File: src/rtl/lsu_pkg.sv
// lsu_pkg: shared definitions for the DCCM load/store controller.
//   - request size encodings
//   - controller state encoding
//   - default DCCM window
//   - pending-request record captured at accept
package lsu_pkg;

    localparam logic [1:0] SZ_B = 2'b00;
    localparam logic [1:0] SZ_H = 2'b01;
    localparam logic [1:0] SZ_W = 2'b10;

    localparam logic [31:0] DCCM_BASE_DEF  = 32'h0001_0000;
    localparam int unsigned DCCM_BYTES_DEF = 65536;

    typedef enum logic {
        IDLE = 1'b0,
        RESP = 1'b1
    } state_t;

    typedef struct packed {
        logic       is_load;
        logic       err;
        logic [1:0] size;
        logic       uns;
        logic [1:0] offset;
    } pend_t;

endpackage

File: src/rtl/lsu_dccm_ctrl_if.sv
// lsu_dccm_ctrl_if: request/response handshakes plus the DCCM port.
//   slave  : the controller (accepts requests, drives responses and DCCM strobes)
//   master : the environment (execute stage issuing requests, CCM returning read data)
interface lsu_dccm_ctrl_if;
    // request channel
    logic        req_valid;
    logic        req_ready;
    logic        req_we;
    logic [31:0] req_addr;
    logic [1:0]  req_size;
    logic        req_unsigned;
    logic [31:0] req_wdata;
    // response channel
    logic        resp_valid;
    logic        resp_ready;
    logic [31:0] resp_rdata;
    logic        resp_err;
    // DCCM port
    logic        dccm_wr_en;
    logic        dccm_rd_en;
    logic [31:0] dccm_wr_addr;
    logic [31:0] dccm_rd_addr;
    logic [31:0] dccm_wr_data;
    logic [1:0]  store_type;
    logic [1:0]  store_offset;
    logic [31:0] dccm_rd_data;

    modport slave (
        input  req_valid, req_we, req_addr, req_size, req_unsigned, req_wdata,
        output req_ready,
        output resp_valid, resp_rdata, resp_err,
        input  resp_ready,
        output dccm_wr_en, dccm_rd_en, dccm_wr_addr, dccm_rd_addr, dccm_wr_data,
        output store_type, store_offset,
        input  dccm_rd_data
    );

    modport master (
        output req_valid, req_we, req_addr, req_size, req_unsigned, req_wdata,
        input  req_ready,
        input  resp_valid, resp_rdata, resp_err,
        output resp_ready,
        input  dccm_wr_en, dccm_rd_en, dccm_wr_addr, dccm_rd_addr, dccm_wr_data,
        input  store_type, store_offset,
        output dccm_rd_data
    );

endinterface

File: src/rtl/lsu_load_align.sv
// lsu_load_align: moves the addressed lane of a DCCM read word down to bit 0,
// then masks to the access size and sign/zero-extends.
//   rdata       in  32  word read from DCCM
//   offset      in  2   byte offset of the access within the word
//   size        in  2   SZ_B / SZ_H / SZ_W
//   is_unsigned in  1   zero-extend when 1
//   data        out 32  extended load result
module lsu_load_align
    import lsu_pkg::*;
(
    input  logic [31:0] rdata,
    input  logic [1:0]  offset,
    input  logic [1:0]  size,
    input  logic        is_unsigned,
    output logic [31:0] data
);

    logic [31:0] sh;
    logic        sgn_b;
    logic        sgn_h;

    assign sh    = rdata >> {offset, 3'b000};
    assign sgn_b = ~is_unsigned & sh[7];
    assign sgn_h = ~is_unsigned & sh[15];

    always_comb begin
        data = sh;
        case (size)
            SZ_B:    data = {{24{sgn_b}}, sh[7:0]};
            SZ_H:    data = {{16{sgn_h}}, sh[15:0]};
            default: data = sh;
        endcase
    end

endmodule

File: src/rtl/lsu_dccm_ctrl.sv
// lsu_dccm_ctrl: core-side initiator for the DCCM port.
//   clk, rst_n : clock, asynchronous active-low reset
//   bus        : lsu_dccm_ctrl_if.slave
//     req_*    : load/store request (valid/ready)
//     resp_*   : load data / error response (valid/ready), one cycle after accept
//     dccm_*, store_type, store_offset : DCCM strobes and passthroughs
// One request in flight; a response can retire and a new request be accepted
// in the same cycle, so back-to-back traffic runs at one request per cycle.
module lsu_dccm_ctrl
    import lsu_pkg::*;
#(
    parameter logic [31:0] DCCM_BASE  = DCCM_BASE_DEF,
    parameter int unsigned DCCM_BYTES = DCCM_BYTES_DEF
) (
    input  logic             clk,
    input  logic             rst_n,
    lsu_dccm_ctrl_if.slave   bus
);

    state_t      state_q, state_d;
    pend_t       pend_q;
    logic        rdy_q;      // holds req_ready low while in reset
    logic        first_q;    // first RESP cycle: DCCM read data is live
    logic [31:0] hold_q;
    logic [31:0] off;
    logic        in_range;
    logic        req_err;
    logic        ready;
    logic        accept;
    logic [31:0] aligned;
    logic [31:0] load_data;

    // ---------------- request checks ----------------
    assign off      = bus.req_addr - DCCM_BASE;
    assign in_range = (bus.req_addr >= DCCM_BASE) && (off < DCCM_BYTES);

    always_comb begin
        req_err = ~in_range;
        case (bus.req_size)
            SZ_B:    ;
            SZ_H:    if (bus.req_addr[0])          req_err = 1'b1;
            SZ_W:    if (bus.req_addr[1:0] != 2'b00) req_err = 1'b1;
            default: req_err = 1'b1;
        endcase
    end

    assign ready  = rdy_q & ((state_q == IDLE) | ((state_q == RESP) & bus.resp_ready));
    assign accept = bus.req_valid & ready;

    // ---------------- FSM: state register ----------------
    always_ff @(posedge clk or negedge rst_n) begin
        if (!rst_n) begin
            state_q <= IDLE;
            rdy_q   <= 1'b0;
        end else begin
            state_q <= state_d;
            rdy_q   <= 1'b1;
        end
    end

    // ---------------- FSM: next state ----------------
    always_comb begin
        state_d = state_q;
        case (state_q)
            IDLE:    if (accept) state_d = RESP;
            RESP:    if (bus.resp_ready) state_d = accept ? RESP : IDLE;
            default: state_d = IDLE;
        endcase
    end

    // ---------------- pending info and load hold ----------------
    always_ff @(posedge clk or negedge rst_n) begin
        if (!rst_n) begin
            pend_q  <= '0;
            first_q <= 1'b0;
            hold_q  <= '0;
        end else begin
            first_q <= accept;
            if (accept) begin
                pend_q.is_load <= ~bus.req_we;
                pend_q.err     <= req_err;
                pend_q.size    <= bus.req_size;
                pend_q.uns     <= bus.req_unsigned;
                pend_q.offset  <= bus.req_addr[1:0];
            end
            // DCCM data is only guaranteed for one cycle; keep it for stalls
            if (first_q) hold_q <= aligned;
        end
    end

    lsu_load_align u_align (
        .rdata       (bus.dccm_rd_data),
        .offset      (pend_q.offset),
        .size        (pend_q.size),
        .is_unsigned (pend_q.uns),
        .data        (aligned)
    );

    assign load_data = first_q ? aligned : hold_q;

    // ---------------- FSM: outputs ----------------
    always_comb begin
        bus.req_ready  = ready;
        bus.resp_valid = 1'b0;
        bus.resp_err   = 1'b0;
        bus.resp_rdata = '0;
        bus.dccm_wr_en = accept & ~req_err & bus.req_we;
        bus.dccm_rd_en = accept & ~req_err & ~bus.req_we;
        if (state_q == RESP) begin
            bus.resp_valid = 1'b1;
            bus.resp_err   = pend_q.err;
            if (pend_q.is_load && !pend_q.err) bus.resp_rdata = load_data;
        end
    end

    assign bus.dccm_wr_addr = bus.req_addr;
    assign bus.dccm_rd_addr = bus.req_addr;
    assign bus.dccm_wr_data = bus.req_wdata;
    assign bus.store_type   = bus.req_size;
    assign bus.store_offset = bus.req_addr[1:0];

endmodule

File: src/flat_wrapper.sv
// flat-port wrapper written by rule: the top's interface ports become plain ports
module lsu_dccm_ctrl_flat import lsu_pkg::*;
#(
    parameter logic [31:0] DCCM_BASE  = DCCM_BASE_DEF,
    parameter int unsigned DCCM_BYTES = DCCM_BYTES_DEF
)
  (clk, rst_n, bus_req_valid, bus_req_we, bus_req_addr, bus_req_size, bus_req_unsigned, bus_req_wdata, bus_req_ready, bus_resp_valid, bus_resp_rdata, bus_resp_err, bus_resp_ready, bus_dccm_wr_en, bus_dccm_rd_en, bus_dccm_wr_addr, bus_dccm_rd_addr, bus_dccm_wr_data, bus_store_type, bus_store_offset, bus_dccm_rd_data);
  lsu_dccm_ctrl_if bus_i ();
  input  logic clk;
  input  logic rst_n;
  input wire logic [$bits(bus_i.req_valid)-1:0] bus_req_valid;
  input wire logic [$bits(bus_i.req_we)-1:0] bus_req_we;
  input wire logic [$bits(bus_i.req_addr)-1:0] bus_req_addr;
  input wire logic [$bits(bus_i.req_size)-1:0] bus_req_size;
  input wire logic [$bits(bus_i.req_unsigned)-1:0] bus_req_unsigned;
  input wire logic [$bits(bus_i.req_wdata)-1:0] bus_req_wdata;
  output wire logic [$bits(bus_i.req_ready)-1:0] bus_req_ready;
  output wire logic [$bits(bus_i.resp_valid)-1:0] bus_resp_valid;
  output wire logic [$bits(bus_i.resp_rdata)-1:0] bus_resp_rdata;
  output wire logic [$bits(bus_i.resp_err)-1:0] bus_resp_err;
  input wire logic [$bits(bus_i.resp_ready)-1:0] bus_resp_ready;
  output wire logic [$bits(bus_i.dccm_wr_en)-1:0] bus_dccm_wr_en;
  output wire logic [$bits(bus_i.dccm_rd_en)-1:0] bus_dccm_rd_en;
  output wire logic [$bits(bus_i.dccm_wr_addr)-1:0] bus_dccm_wr_addr;
  output wire logic [$bits(bus_i.dccm_rd_addr)-1:0] bus_dccm_rd_addr;
  output wire logic [$bits(bus_i.dccm_wr_data)-1:0] bus_dccm_wr_data;
  output wire logic [$bits(bus_i.store_type)-1:0] bus_store_type;
  output wire logic [$bits(bus_i.store_offset)-1:0] bus_store_offset;
  input wire logic [$bits(bus_i.dccm_rd_data)-1:0] bus_dccm_rd_data;
  assign bus_i.req_valid = bus_req_valid;
  assign bus_i.req_we = bus_req_we;
  assign bus_i.req_addr = bus_req_addr;
  assign bus_i.req_size = bus_req_size;
  assign bus_i.req_unsigned = bus_req_unsigned;
  assign bus_i.req_wdata = bus_req_wdata;
  assign bus_req_ready = bus_i.req_ready;
  assign bus_resp_valid = bus_i.resp_valid;
  assign bus_resp_rdata = bus_i.resp_rdata;
  assign bus_resp_err = bus_i.resp_err;
  assign bus_i.resp_ready = bus_resp_ready;
  assign bus_dccm_wr_en = bus_i.dccm_wr_en;
  assign bus_dccm_rd_en = bus_i.dccm_rd_en;
  assign bus_dccm_wr_addr = bus_i.dccm_wr_addr;
  assign bus_dccm_rd_addr = bus_i.dccm_rd_addr;
  assign bus_dccm_wr_data = bus_i.dccm_wr_data;
  assign bus_store_type = bus_i.store_type;
  assign bus_store_offset = bus_i.store_offset;
  assign bus_i.dccm_rd_data = bus_dccm_rd_data;
  lsu_dccm_ctrl #(.DCCM_BASE(DCCM_BASE), .DCCM_BYTES(DCCM_BYTES)) u_core (.clk(clk), .rst_n(rst_n), .bus(bus_i));
endmodule
File: config.mk
export PLATFORM = sky130hd
export DESIGN_NAME = lsu_dccm_ctrl_flat
export DESIGN_NICKNAME = d
export VERILOG_FILES = /design/src/rtl/lsu_pkg.sv /design/src/rtl/lsu_dccm_ctrl_if.sv /design/src/rtl/lsu_load_align.sv /design/src/rtl/lsu_dccm_ctrl.sv /design/src/flat_wrapper.sv
export SDC_FILE = /design/constraint.sdc
export NUM_CORES = 1
export LEC_CHECK = 0
export BUFFER_PORTS_ARGS = -buffer_cell sky130_fd_sc_hd__buf_2
export CORE_MARGIN = 8
export CORE_UTILIZATION = 38
export CTS_BUF_LIST = sky130_fd_sc_hd__clkbuf_8
export DETAILED_ROUTE_END_ITERATION = 7
export GPL_TIMING_DRIVEN = 0
export PLACE_DENSITY = 0.87
export SLEW_MARGIN = 20
export SYNTH_ARGS = -nofsm -noshare
export SYNTH_HDL_FRONTEND = slang
export SYNTH_SLANG_ARGS = --single-unit
File: constraint.sdc
create_clock -name clk -period 1.5 [get_ports clk]
set_input_delay 0.15 -clock clk [delete_from_list [all_inputs] [get_ports clk]]
set_output_delay 0.15 -clock clk [all_outputs]
set_load 0.005 [all_outputs]
# Word-level counts from Yosys, hierarchy flattened
# Index checks and enable logic that the tools add are counted.
[totals]
out_inout_bits = 137
reg_bits = 42
input_bits = 104
word_cells = 48
[op_classes]
n_reduce_logical = 6
bitwise_logic = 14
eq_ne = 3
n_lt_le_gt_ge = 2
mux = 12
shift = 1
add_sub_neg = 1
[op_table]
columns = ["cell", "n"]
rows = [
  ["$mux W32", 3],
  ["$pmux W32 S2", 1],
  ["$ge A32 B17 Y1 const B", 1],
  ["$lt A32 B17 Y1 const B", 1],
  ["$shr A32 B5 Y32", 1],
  ["$sub A32 B17 Y32 const B", 1],
  ["$and A1 B1 Y1", 8],
  ["$mux W1", 6],
  ["$not A1 Y1", 5],
  ["$eq A2 B1 Y1 const B", 2],
  ["$logic_not A2 Y1", 2],
  ["$pmux W1 S3", 1],
  ["$eq A2 B2 Y1 const B", 1],
  ["$logic_and A1 B1 Y1", 2],
  ["$pmux W1 S2", 1],
  ["$reduce_bool A2 Y1", 1],
  ["$logic_not A1 Y1", 1],
  ["$or A1 B1 Y1", 1],
]

# Depth between registers and ports, before layout
# Gate-level depths: netlist (run 1).
[depth]
depth_word = 9
ltp_mapped = 7
mapped_depth_nobuf = 6

# By module
# A second synthesis (run 1) with hierarchy kept.
[unflattened]
cells_unflattened = 353
hier_area_um2 = 3479.6
[modules_own_cells]
columns = ["module", "area_each_um2", "n_inst", "cells_per_inst", "seq_area_each_um2"]
rows = [
  ["lsu_dccm_ctrl", 2711.4, 1, 250, 1051.0],
  ["lsu_load_align", 768.2, 1, 103, 0.0],
]

# Least setup slack after synthesis (run 1)
# No wires, ideal clock.
[synth_path]
path_kind = "register to output"
start = "reg u_core.pend_q[4] (netlist name)"
end = "out bus_resp_rdata[16]"
setup_slack_ps = -151
path_stages_with_launch = 6
arrival_ps = 1501
path_buffers = 1
required_time_ps = 1350
path_cell_list = "dfrtp_1 nor2_1 nand3b_2 o211a_4 buf_6 a211oi_1"
[synth_via]
elab_chain_len = 5
word_cells_on_any_way = 6
classes_between = "eq/ne (1); mux (4); reduce/logical (1)"
[synth_rtl]
columns = ["item", "line_no", "source"]
rows = [
  ["$eq A2 B1 Y1 / $logic_not A2 Y1 (equally long branches)", "lsu_load_align.sv:28", "case (size)"],
  ["$pmux W32 S2 *", "lsu_load_align.sv:28", ""],
  ["$mux W32 *", "lsu_dccm_ctrl.sv:99", "assign load_data = first_q ? aligned : hold_q;"],
  ["$mux W32 *", "lsu_dccm_ctrl.sv:112", "if (pend_q.is_load && !pend_q.err) bus.resp_rdata = load_data;"],
  ["$mux W32 *", "lsu_dccm_ctrl.sv:109", "if (state_q == RESP) begin"],
  ["to (decl)", "flat_wrapper.sv:19", "output wire logic [$bits(bus_i.resp_rdata)-1:0] bus_resp_rdata;"],
]
# Every way passes the cells marked *; elsewhere a longest branch is shown, timed or not.

# Final worst setup path (run 1)
[layout_path]
start = "reg u_core.pend_q[0] (netlist name)"
end = "out bus_resp_rdata[24]"
[layout_via]
elab_chain_len = 6
word_cells_on_any_way = 7
classes_between = "shift (1); mux (4); bitwise (2)"
[layout_rtl]
columns = ["item", "line_no", "source"]
rows = [
  ["$shr A32 B5 Y32 *", "lsu_load_align.sv:22", "assign sh = rdata >> {offset, 3'b000};"],
  ["$and A1 B1 Y1 (on tied branches)", "lsu_load_align.sv:24, lsu_load_align.sv:23", ""],
  ["$pmux W32 S2 *", "lsu_load_align.sv:28", ""],
  ["$mux W32 *", "lsu_dccm_ctrl.sv:99", ""],
  ["$mux W32 *", "lsu_dccm_ctrl.sv:112", ""],
  ["$mux W32 *", "lsu_dccm_ctrl.sv:109", ""],
]
# Marked as above.

==> results by group, run 1 <==
Die
  – Die ar.: about 12000 um^2
  – Chip Height: 109 um
  – Row Count: 34
  – Core area: 8550 um^2
  – I/O pin count: roughly 240
  – Die X: 109 um
  – Starting Density: 38.2%

Power and ir drop
  – Switching share of power: 32.9%
  – Sw power: 1410 uW
  – Power per Cell Area: 860 nW/um^2
  – VDD IR max: 0.000399 V
  – P_leak: 0.00267 uW
  – Sequential share of power: 35.5%
  – Clk pwr share: 20.6%
  – P_int: around 2900 uW
  – Combinational Power Share: 43.9%

Worst setup path
  – CP max stage cell: dfrtp_1
  – Largest delay contributor family on the critical path: buffers and inverters
  – Max stage delay on crit path: 360 ps
  – R2R depth: 8
  – Worst endpoint required time: 1350 ps
  – Worst-path fanout max: 10
  – CP arrival: 2090 ps
  – CP endpoint kind: primary output
  – Reg2reg end: u_core.hold_q[16]$_DFF_PN0_
  – CP startpoint: u_core.pend_q[0]$_DFFE_PN0P_
  – Cells along the critical path: buf_6 > nor2b_1 > buf_4 > a2bb2oi_2 > o211a_4 > buf_12 > a211oi_2 > buf_2
  – CP Depth: 8
  – Crit path buf inv count: 4
  – Flop-to-flop setup slack: -390 ps
  – Setup crit end: bus_resp_rdata[24]
  – Critical path class: flop to primary output
  – Crit path launch type: flop
  – Worst reg2reg startpoint: u_core.pend_q[1]$_DFFE_PN0P_

Placed design
  – Dpl hpwl: between 9000 and 10000 um
  – DP Area: 4400 um^2
  – Placed cells: 675
  – Placer's final routability congestion estimate: between 0.8 and 0.9
  – Buffers on Ports: 194

STA
  – Setup slack after layout: -737 ps
  – Setup TNS: -26960 ps
  – Final hold vios: 14
  – Skew final: around 14 ps
  – Pins Over Slew Limit: 0
  – RSZ-0062 raised after global routing: true
  – Tcrit/Tclk final: 149%
  – Max Clk Rate: 447 MHz
  – Slew Limit Headroom: between 30% and 40%
  – Worst slew pin tran: 937 ps
  – Post-layout minimum cycle time: between 2000 and 2500 ps
  – Final hold slack: -13.2 ps
  – Setup Viol. Count Final: 66

Final layout
  – # diodes: 0
  – Share of post-route cells with drive strength above 1: 65.6%
  – Final nets: a little over 700
  – Fin cells: around 710
  – Final Cell Area: 4980 um^2
  – Synth-to-layout area growth: 52.3%
  – Most common cell after layout, fill and taps aside: buf_2
  – Fin util: 58.2%
  – Most frequent cells in the layout: buf_2 (194), buf_4 (118), dfrtp_1 (42)

Logic synthesis
  – Netlist cell types: 35
  – Syn_area_per_cell: around 8.8 um^2
  – Yosys warns: 0
  – Sequential share of the synthesized area: 32.1%
  – Synth async-reset ratio: 100%
  – Syn Nets: 480
  – Number of synthesized flops with an enable pin: 0
  – Main synth FF type: dfrtp_1
  – Cells after synthesis: 373
  – #FFs+latches synth: 42
  – Post-synthesis instance area: ~3300 um^2

Clocking
  – CTS tree: yes
  – CTS Sinks: 42
  – Clk Latency, worst-skew pair: 300 ps
  – CTS clk-pin slew, worst paths: 90 ps
  – Hold Buf Count CTS: 0
  – Clk root buf: clkbuf_8
  – CTS H-tree lvls: 2
  – Total CTS buffers: 5
  – CTS Buffer Depth: 2

Drt
  – # DRC: 0
  – Number of iterations in the first detailed-routing pass: 4
  – 1st-iter DRT viols: between 100 and 150
  – Detailed Route WL: between 10000 and 15000 um
  – DR vias: 3360
  – WL per Instance: 17.3 um
  – ANT nets after route: 0
  – Vias per cell: 4.76

Global route
  – Largest net degree at the start of global routing: 43
  – GRT Overall Usage: 18.8%
  – Number of global-route vias before repair: around 3400
  – Congestion Overflow GR: 0
  – Initial antenna violation count: 0
  – First-pass GRT wire length: 17800 um

Flow run
  – Max cap viols: 0

Outcome
  – Failing checks: negative hold slack, negative setup slack
  – Status: finished, violations left

Worst hold path
  – Worst hold path type: primary input to async pin
## cell families (layout without fill, tap and decap cells)
family          after synthesis  after routing  share of synthesized area [%]
other cells                   1              1                          0.115
flops                        42             42                           32.1
fa+ha+maj                     3              3                           1.15
compound gates               71             71                           14.5
simple gates                 99             99                           14.0
mux                          32             32                           10.8
buf+inv                     125            350                           27.3
## flip-flops by register name, indices dropped and copies added (netlist names)
register,cells
u_core.pend_q,7
u_core.rdy_q,1
u_core.state_q,1
u_core.hold_q,32
u_core.first_q,1
## Yosys cell counts, types with 2 or more instances
| master | number | area (um^2) |
|---|---|---|
| buf_2 | 3 | 15.0 |
| dfrtp_1 | 42 | 1050 |
| inv_1 | 7 | 26.3 |
| nor4_1 | 4 | 25.0 |
| nand2_1 | 45 | 169 |
| a211oi_1 | 14 | 105 |
| a21oi_1 | 23 | 115 |
| clkbuf_1 | 8 | 30.0 |
| buf_4 | 102 | 766 |
| o21ai_0 | 12 | 60.1 |
| nor2b_1 | 11 | 68.8 |
| and2_1 | 2 | 12.5 |
| mux2i_1 | 16 | 160 |
| ha_1 | 3 | 37.5 |
| o211ai_1 | 8 | 60.1 |
| nand2b_1 | 9 | 56.3 |
| mux2_2 | 15 | 169 |
| o2bb2ai_1 | 7 | 61.3 |
| nor2_1 | 22 | 82.6 |
| buf_6 | 5 | 56.3 |
## metrics by stage
| stage | worst slack (ps) | power (uW) |
|---|---|---|
| finish | -737 | 4280 |
| global route | -781 | 4520 |
| CTS | -694 | 4090 |
| detailed placement | -488 | 3030 |
| global placement | -475 | 2970 |
| floorplan | -121 | 2490 |
## power groups by stage
| stage | Sequential [uW] | Clock (uW) | Combinational, uW |
|---|---|---|---|
| CTS | 1510 | 886 | 1690 |
| finish | 1520 | 884 | 1880 |
| global route | 1550 | 943 | 2030 |
| global placement | 1520 | 0 | 1450 |
| detailed placement | 1530 | 0 | 1500 |
| floorplan | 1500 | 0 | 994 |
## per-layer routing
| layer | track usage, % | up-vias | routed length, um |
|---|---|---|---|
| li1 | - | 1606 | - |
| met1 | 21.5 | 1611 | 4750 |
| met2 | 34.7 | 119 | 6540 |
| met3 | 3.01 | 24 | 652 |
| met4 | 6.26 | 0 | 298 |
| met5 | 0 | - | 0 |
## cell type report
type / count / area (um^2)
inverter: 7 / 26.3
buffer: 117 / 892
tap: 108 / 135
clock buffer: 5 / 68.8
multi-input combinational: 206 / 1560
timing repair buffer: 218 / 1210
fill: 781 / 3570
sequential: 42 / 1050
clock inverter: 3 / 37.5
## how the worst min path moves through the flow
stage and end:
6_report u_core.hold_q[8]$_DFF_PN0_, 3_3_place_gp u_core.hold_q[25]$_DFF_PN0_, 2_1_floorplan u_core.first_q$_DFF_PN0_, 5_1_grt u_core.hold_q[15]$_DFF_PN0_, 3_5_place_dp u_core.hold_q[29]$_DFF_PN0_, 4_1_cts u_core.hold_q[17]$_DFF_PN0_
## worst reg2reg max path, stage by stage, from the launching register on
cell      delay [ps]
dfrtp_1          350
buf_6            120
mux4_2           560
nand3b_4         120
o211a_4          220
buf_8            140
buf_6            100
buf_6            110
a21oi_2           60
## what timing repair did
item | CTS | global route
setup buffers | 12 | 13
pin swaps | 7 | 7
resized for setup | 36 | 34
cloned | 0 | 1
endpoints found under the setup margin | 59 | 65
No activity file was read; power rests on OpenSTA's default activity.
==> run 2, diff against run 1 <==
Settings changed: CORE_UTILIZATION 38 to 39, SYNTH_HIERARCHICAL set to 1.
==> run 2 against run 1 <==
  * The run still ends with negative hold slack, negative setup slack left
  * First-iteration DRC count increased by 9.8%
  * Register-to-register slack got worse by 50 ps
  * Area after synthesis increased by 6.4%
  * Total power increased by 28%
  * Cell area increased by 14%
==> results by group, run 2 <==
Outcome
  – Status: finished, violations left
  – Failing checks: negative hold slack, negative setup slack

Final layout
  – FILL cells: 668 (-14%)
  – Share of post-route cells with drive strength above 1: 80.4% (+15 points)
  – Most frequent cells in the layout: buf_2 (191), buf_4 (119), dfrtp_1 (42)
  – Largest registers: u_core/hold_q x32, u_core/pend_q x7
  – Register cell area after layout: 1050 um^2 (unchanged)
  – Final nets: 688 (-2.3%)
  – # diodes: 0 (unchanged)
  – Fin util: 65.2% (+6.9 points)
  – Most common cell after layout, fill and taps aside: buf_2
  – Largest Register: u_core/hold_q
  – Synth-to-layout area growth: 62.5%
  – Multi-input gate area: 2190 um^2 (+40%)
  – Max reg flops: 32 (unchanged)

STA
  – Setup slack after layout: -934 ps (-197 ps)
  – Pins Over Slew Limit: 0 (unchanged)
  – Final hold slack: -15.0 ps (-1.80 ps)
  – Slew Limit Headroom: 37.0% (-0.49 points)
  – Post-layout minimum cycle time: 2430 ps (+197 ps)
  – Tcrit/Tclk final: 162% (+13 points)
  – Worst slew pin tran: 945 ps (+7.36 ps)
  – Final hold vios: 15 (+1)
  – Setup Viol. Count Final: 64 (-3.0%)
  – Max Clk Rate: 411 MHz (-8.1%)
  – RSZ-0062 raised after global routing: true
  – Skew final: 7.59 ps (-6.91 ps)

Clocking
  – Clk root buf: clkbuf_8
  – CTS Buffer Depth: 2 (unchanged)
  – Clk Latency, worst-skew pair: 300 ps (about the same)
  – Total CTS buffers: 5 (unchanged)
  – CTS tree: yes
  – CTS Sinks: 42 (unchanged)
  – CTS clk-pin slew, worst paths: 80 ps (about the same)
  – CTS H-tree lvls: 2 (unchanged)

Global route
  – Congestion Overflow GR: 0 (unchanged)
  – Initial antenna violation count: 0 (unchanged)
  – Number of global-route vias before repair: 3634 (+5.9%)
  – GRT Overall Usage: 18.4% (-0.36 points)
  – Largest net degree at the start of global routing: 43 (unchanged)
  – First-pass GRT wire length: 19000 um (+6.8%)

Logic synthesis
  – Top-count cell post-synth: buf_4
  – #FFs+latches synth: 42 (unchanged)
  – Proportion of netlist area held by the largest area contributor: 30.2% (-1.9 points)
  – Largest cells by area after synthesis: dfrtp_1 (30%), buf_4 (22%), mux2_2 (9.4%)
  – Syn Nets: 460 (-4.2%)
  – Largest area contributor in the netlist: dfrtp_1
  – Syn_area_per_cell: 9.86 um^2 (+12%)
  – Netlist cell types: 39 (+11%)
  – Number of synthesized flops with an enable pin: 0 (unchanged)
  – Main synth FF type: dfrtp_1
  – Yosys warns: 6 (+6)
  – Synth async-reset ratio: 100% (unchanged)
  – Top cells by count, synth: buf_4 (102), dfrtp_1 (42), nor2b_1 (41), mux2_2 (29), a21oi_1 (25)
  – Cells after synthesis: 353 (-5.4%)
  – Sequential share of the synthesized area: 30.2% (-1.9 points)
  – Post-synthesis instance area: 3480 um^2 (+6.4%)

Drt
  – 1st-iter DRT viols: 157 (+9.8%)
  – Detailed Route WL: 12700 um (+3.8%)
  – ANT nets after route: 0 (unchanged)
  – DR vias: 3386 (+0.77%)
  – Vias per cell: 4.91 (+3.1%)
  – Number of iterations in the first detailed-routing pass: 5 (+1)
  – WL per Instance: 18.4 um (+6.2%)
  – # DRC: 0 (unchanged)

Die
  – Die X: 110 um (+1.6%)
  – I/O pin count: 241 (unchanged)
  – Starting Density: 40.1% (+1.9 points)
  – Die ar.: 12200 um^2 (+3.2%)
  – Chip Height: 110 um (+1.6%)
  – Row Count: 34 (unchanged)
  – Core area: 8680 um^2 (+1.5%)

Worst setup path
  – CP max stage cell: dfrtp_1
  – Worst endpoint required time: 1350 ps (about the same)
  – CP arrival: 2280 ps (+190 ps)
  – CP endpoint kind: primary output
  – Crit path buf inv count: 3 (-1)
  – Max stage delay on crit path: 390 ps (+30 ps)
  – Largest delay contributor family on the critical path: multiplexers
  – Crit path launch type: flop
  – Cells along the critical path: buf_6 > mux2_4 > o221ai_4 > buf_6 > o22ai_2 > mux2_4 > nor2b_4 > buf_2
  – Critical path class: flop to primary output
  – Worst-path fanout max: 6 (-4)

Power and ir drop
  – Power per Cell Area: 967 nW/um^2 (+12%)
  – P_leak: 0.00288 uW (+7.6%)
  – VDD IR max: 0.000531 V (+33%)

Placed design
  – Placer's final routability congestion estimate: 0.869 (+2.1%)
  – Dpl hpwl: 9330 um (-4.6%)
  – Buffers on Ports: 194 (unchanged)
  – Setup slack at placement: -631 ps (-143 ps)

Flow run
  – Max cap viols: 0 (unchanged)

Worst hold path
  – Worst hold path type: primary input to async pin
==> run 2: area by class of cell <==
type | count | share of cell area, %
multi-input cells | 189 | 38.7
plain buffers | 117 | 16.2
clock buffers | 5 | 1.22
repair buffers | 222 | 22.3
inverters | 4 | 0.265
well taps | 108 | 2.39
clock inverters | 3 | 0.310
flip-flops and latches | 42 | 18.6
==> run 2: kinds of logic (layout without fill, tap and decap cells) <==
kind of cell / after synthesis / in the layout / synth area share, %
mux: 56 / 56 / 18.5
other cells: 1 / 1 / 0.108
flops: 42 / 42 / 30.2
compound gates: 53 / 53 / 10.9
simple gates: 75 / 75 / 13.3
fa+ha+maj: 3 / 3 / 1.08
xor+xnor: 1 / 1 / 0.252
buf+inv: 122 / 351 / 25.6
==> run 2: where the power goes <==
| part | internal [uW] | switching, uW |
|---|---|---|
| combinational | 1810 | 1290 |
| clock | 322 | 406 |
| sequential | 1490 | 145 |
==> run 2: metrics by stage <==
stage / cell area, um^2 / TNS, ps / instances / power (uW)
2_1_floorplan: 3730 / -10580 / 353 / 3300
3_3_place_gp: 4830 / -22210 / 655 / 3860
3_5_place_dp: 4830 / -24340 / 655 / 3920
4_1_cts: 5300 / -33880 / 674 / 5030
5_1_grt: 5660 / -38570 / 690 / 5730
6_report: 5660 / -35810 / 690 / 5470
==> run 2: timing repair <==
action / in CTS / in global routing
hold buffers: 0 / 0
setup buffers: 10 / 16
cloned: 1 / 1
gates resized for setup: 62 / 44
setup endpoints to repair: 66 / 66
pin swaps: 14 / 15
==> run 2: worst paths after layout <==
check                                             start                           end  slack (ps)  depth (start not counted)
min                                               rst_n    u_core/hold_q[5]$_DFF_PN0_         -10                          1
min reg2reg                 u_core/hold_q[10]$_DFF_PN0_   u_core/hold_q[10]$_DFF_PN0_         500                          1
max                        u_core/pend_q[1]$_DFFE_PN0P_            bus_resp_rdata[23]        -930                          8
max reg2reg                u_core/pend_q[1]$_DFFE_PN0P_   u_core/hold_q[23]$_DFF_PN0_        -440                          7
min in group clk                             bus_req_we  u_core/pend_q[6]$_DFFE_PN0P_          70                          2
max in group asynchronous                         rst_n    u_core/hold_q[3]$_DFF_PN0_         920                          1
==> run 2: layer usage <==
metal / wire (um) / up-vias / part of all wire [%] / global-route usage (%)
li1: - / 1566 / - / -
met1: 4970 / 1643 / 39 / 21.3
met2: 6790 / 153 / 53 / 33.1
met3: 742 / 24 / 5.8 / 4.76
met4: 195 / 0 / 1.5 / 4.32
met5: 0 / - / 0 / 0
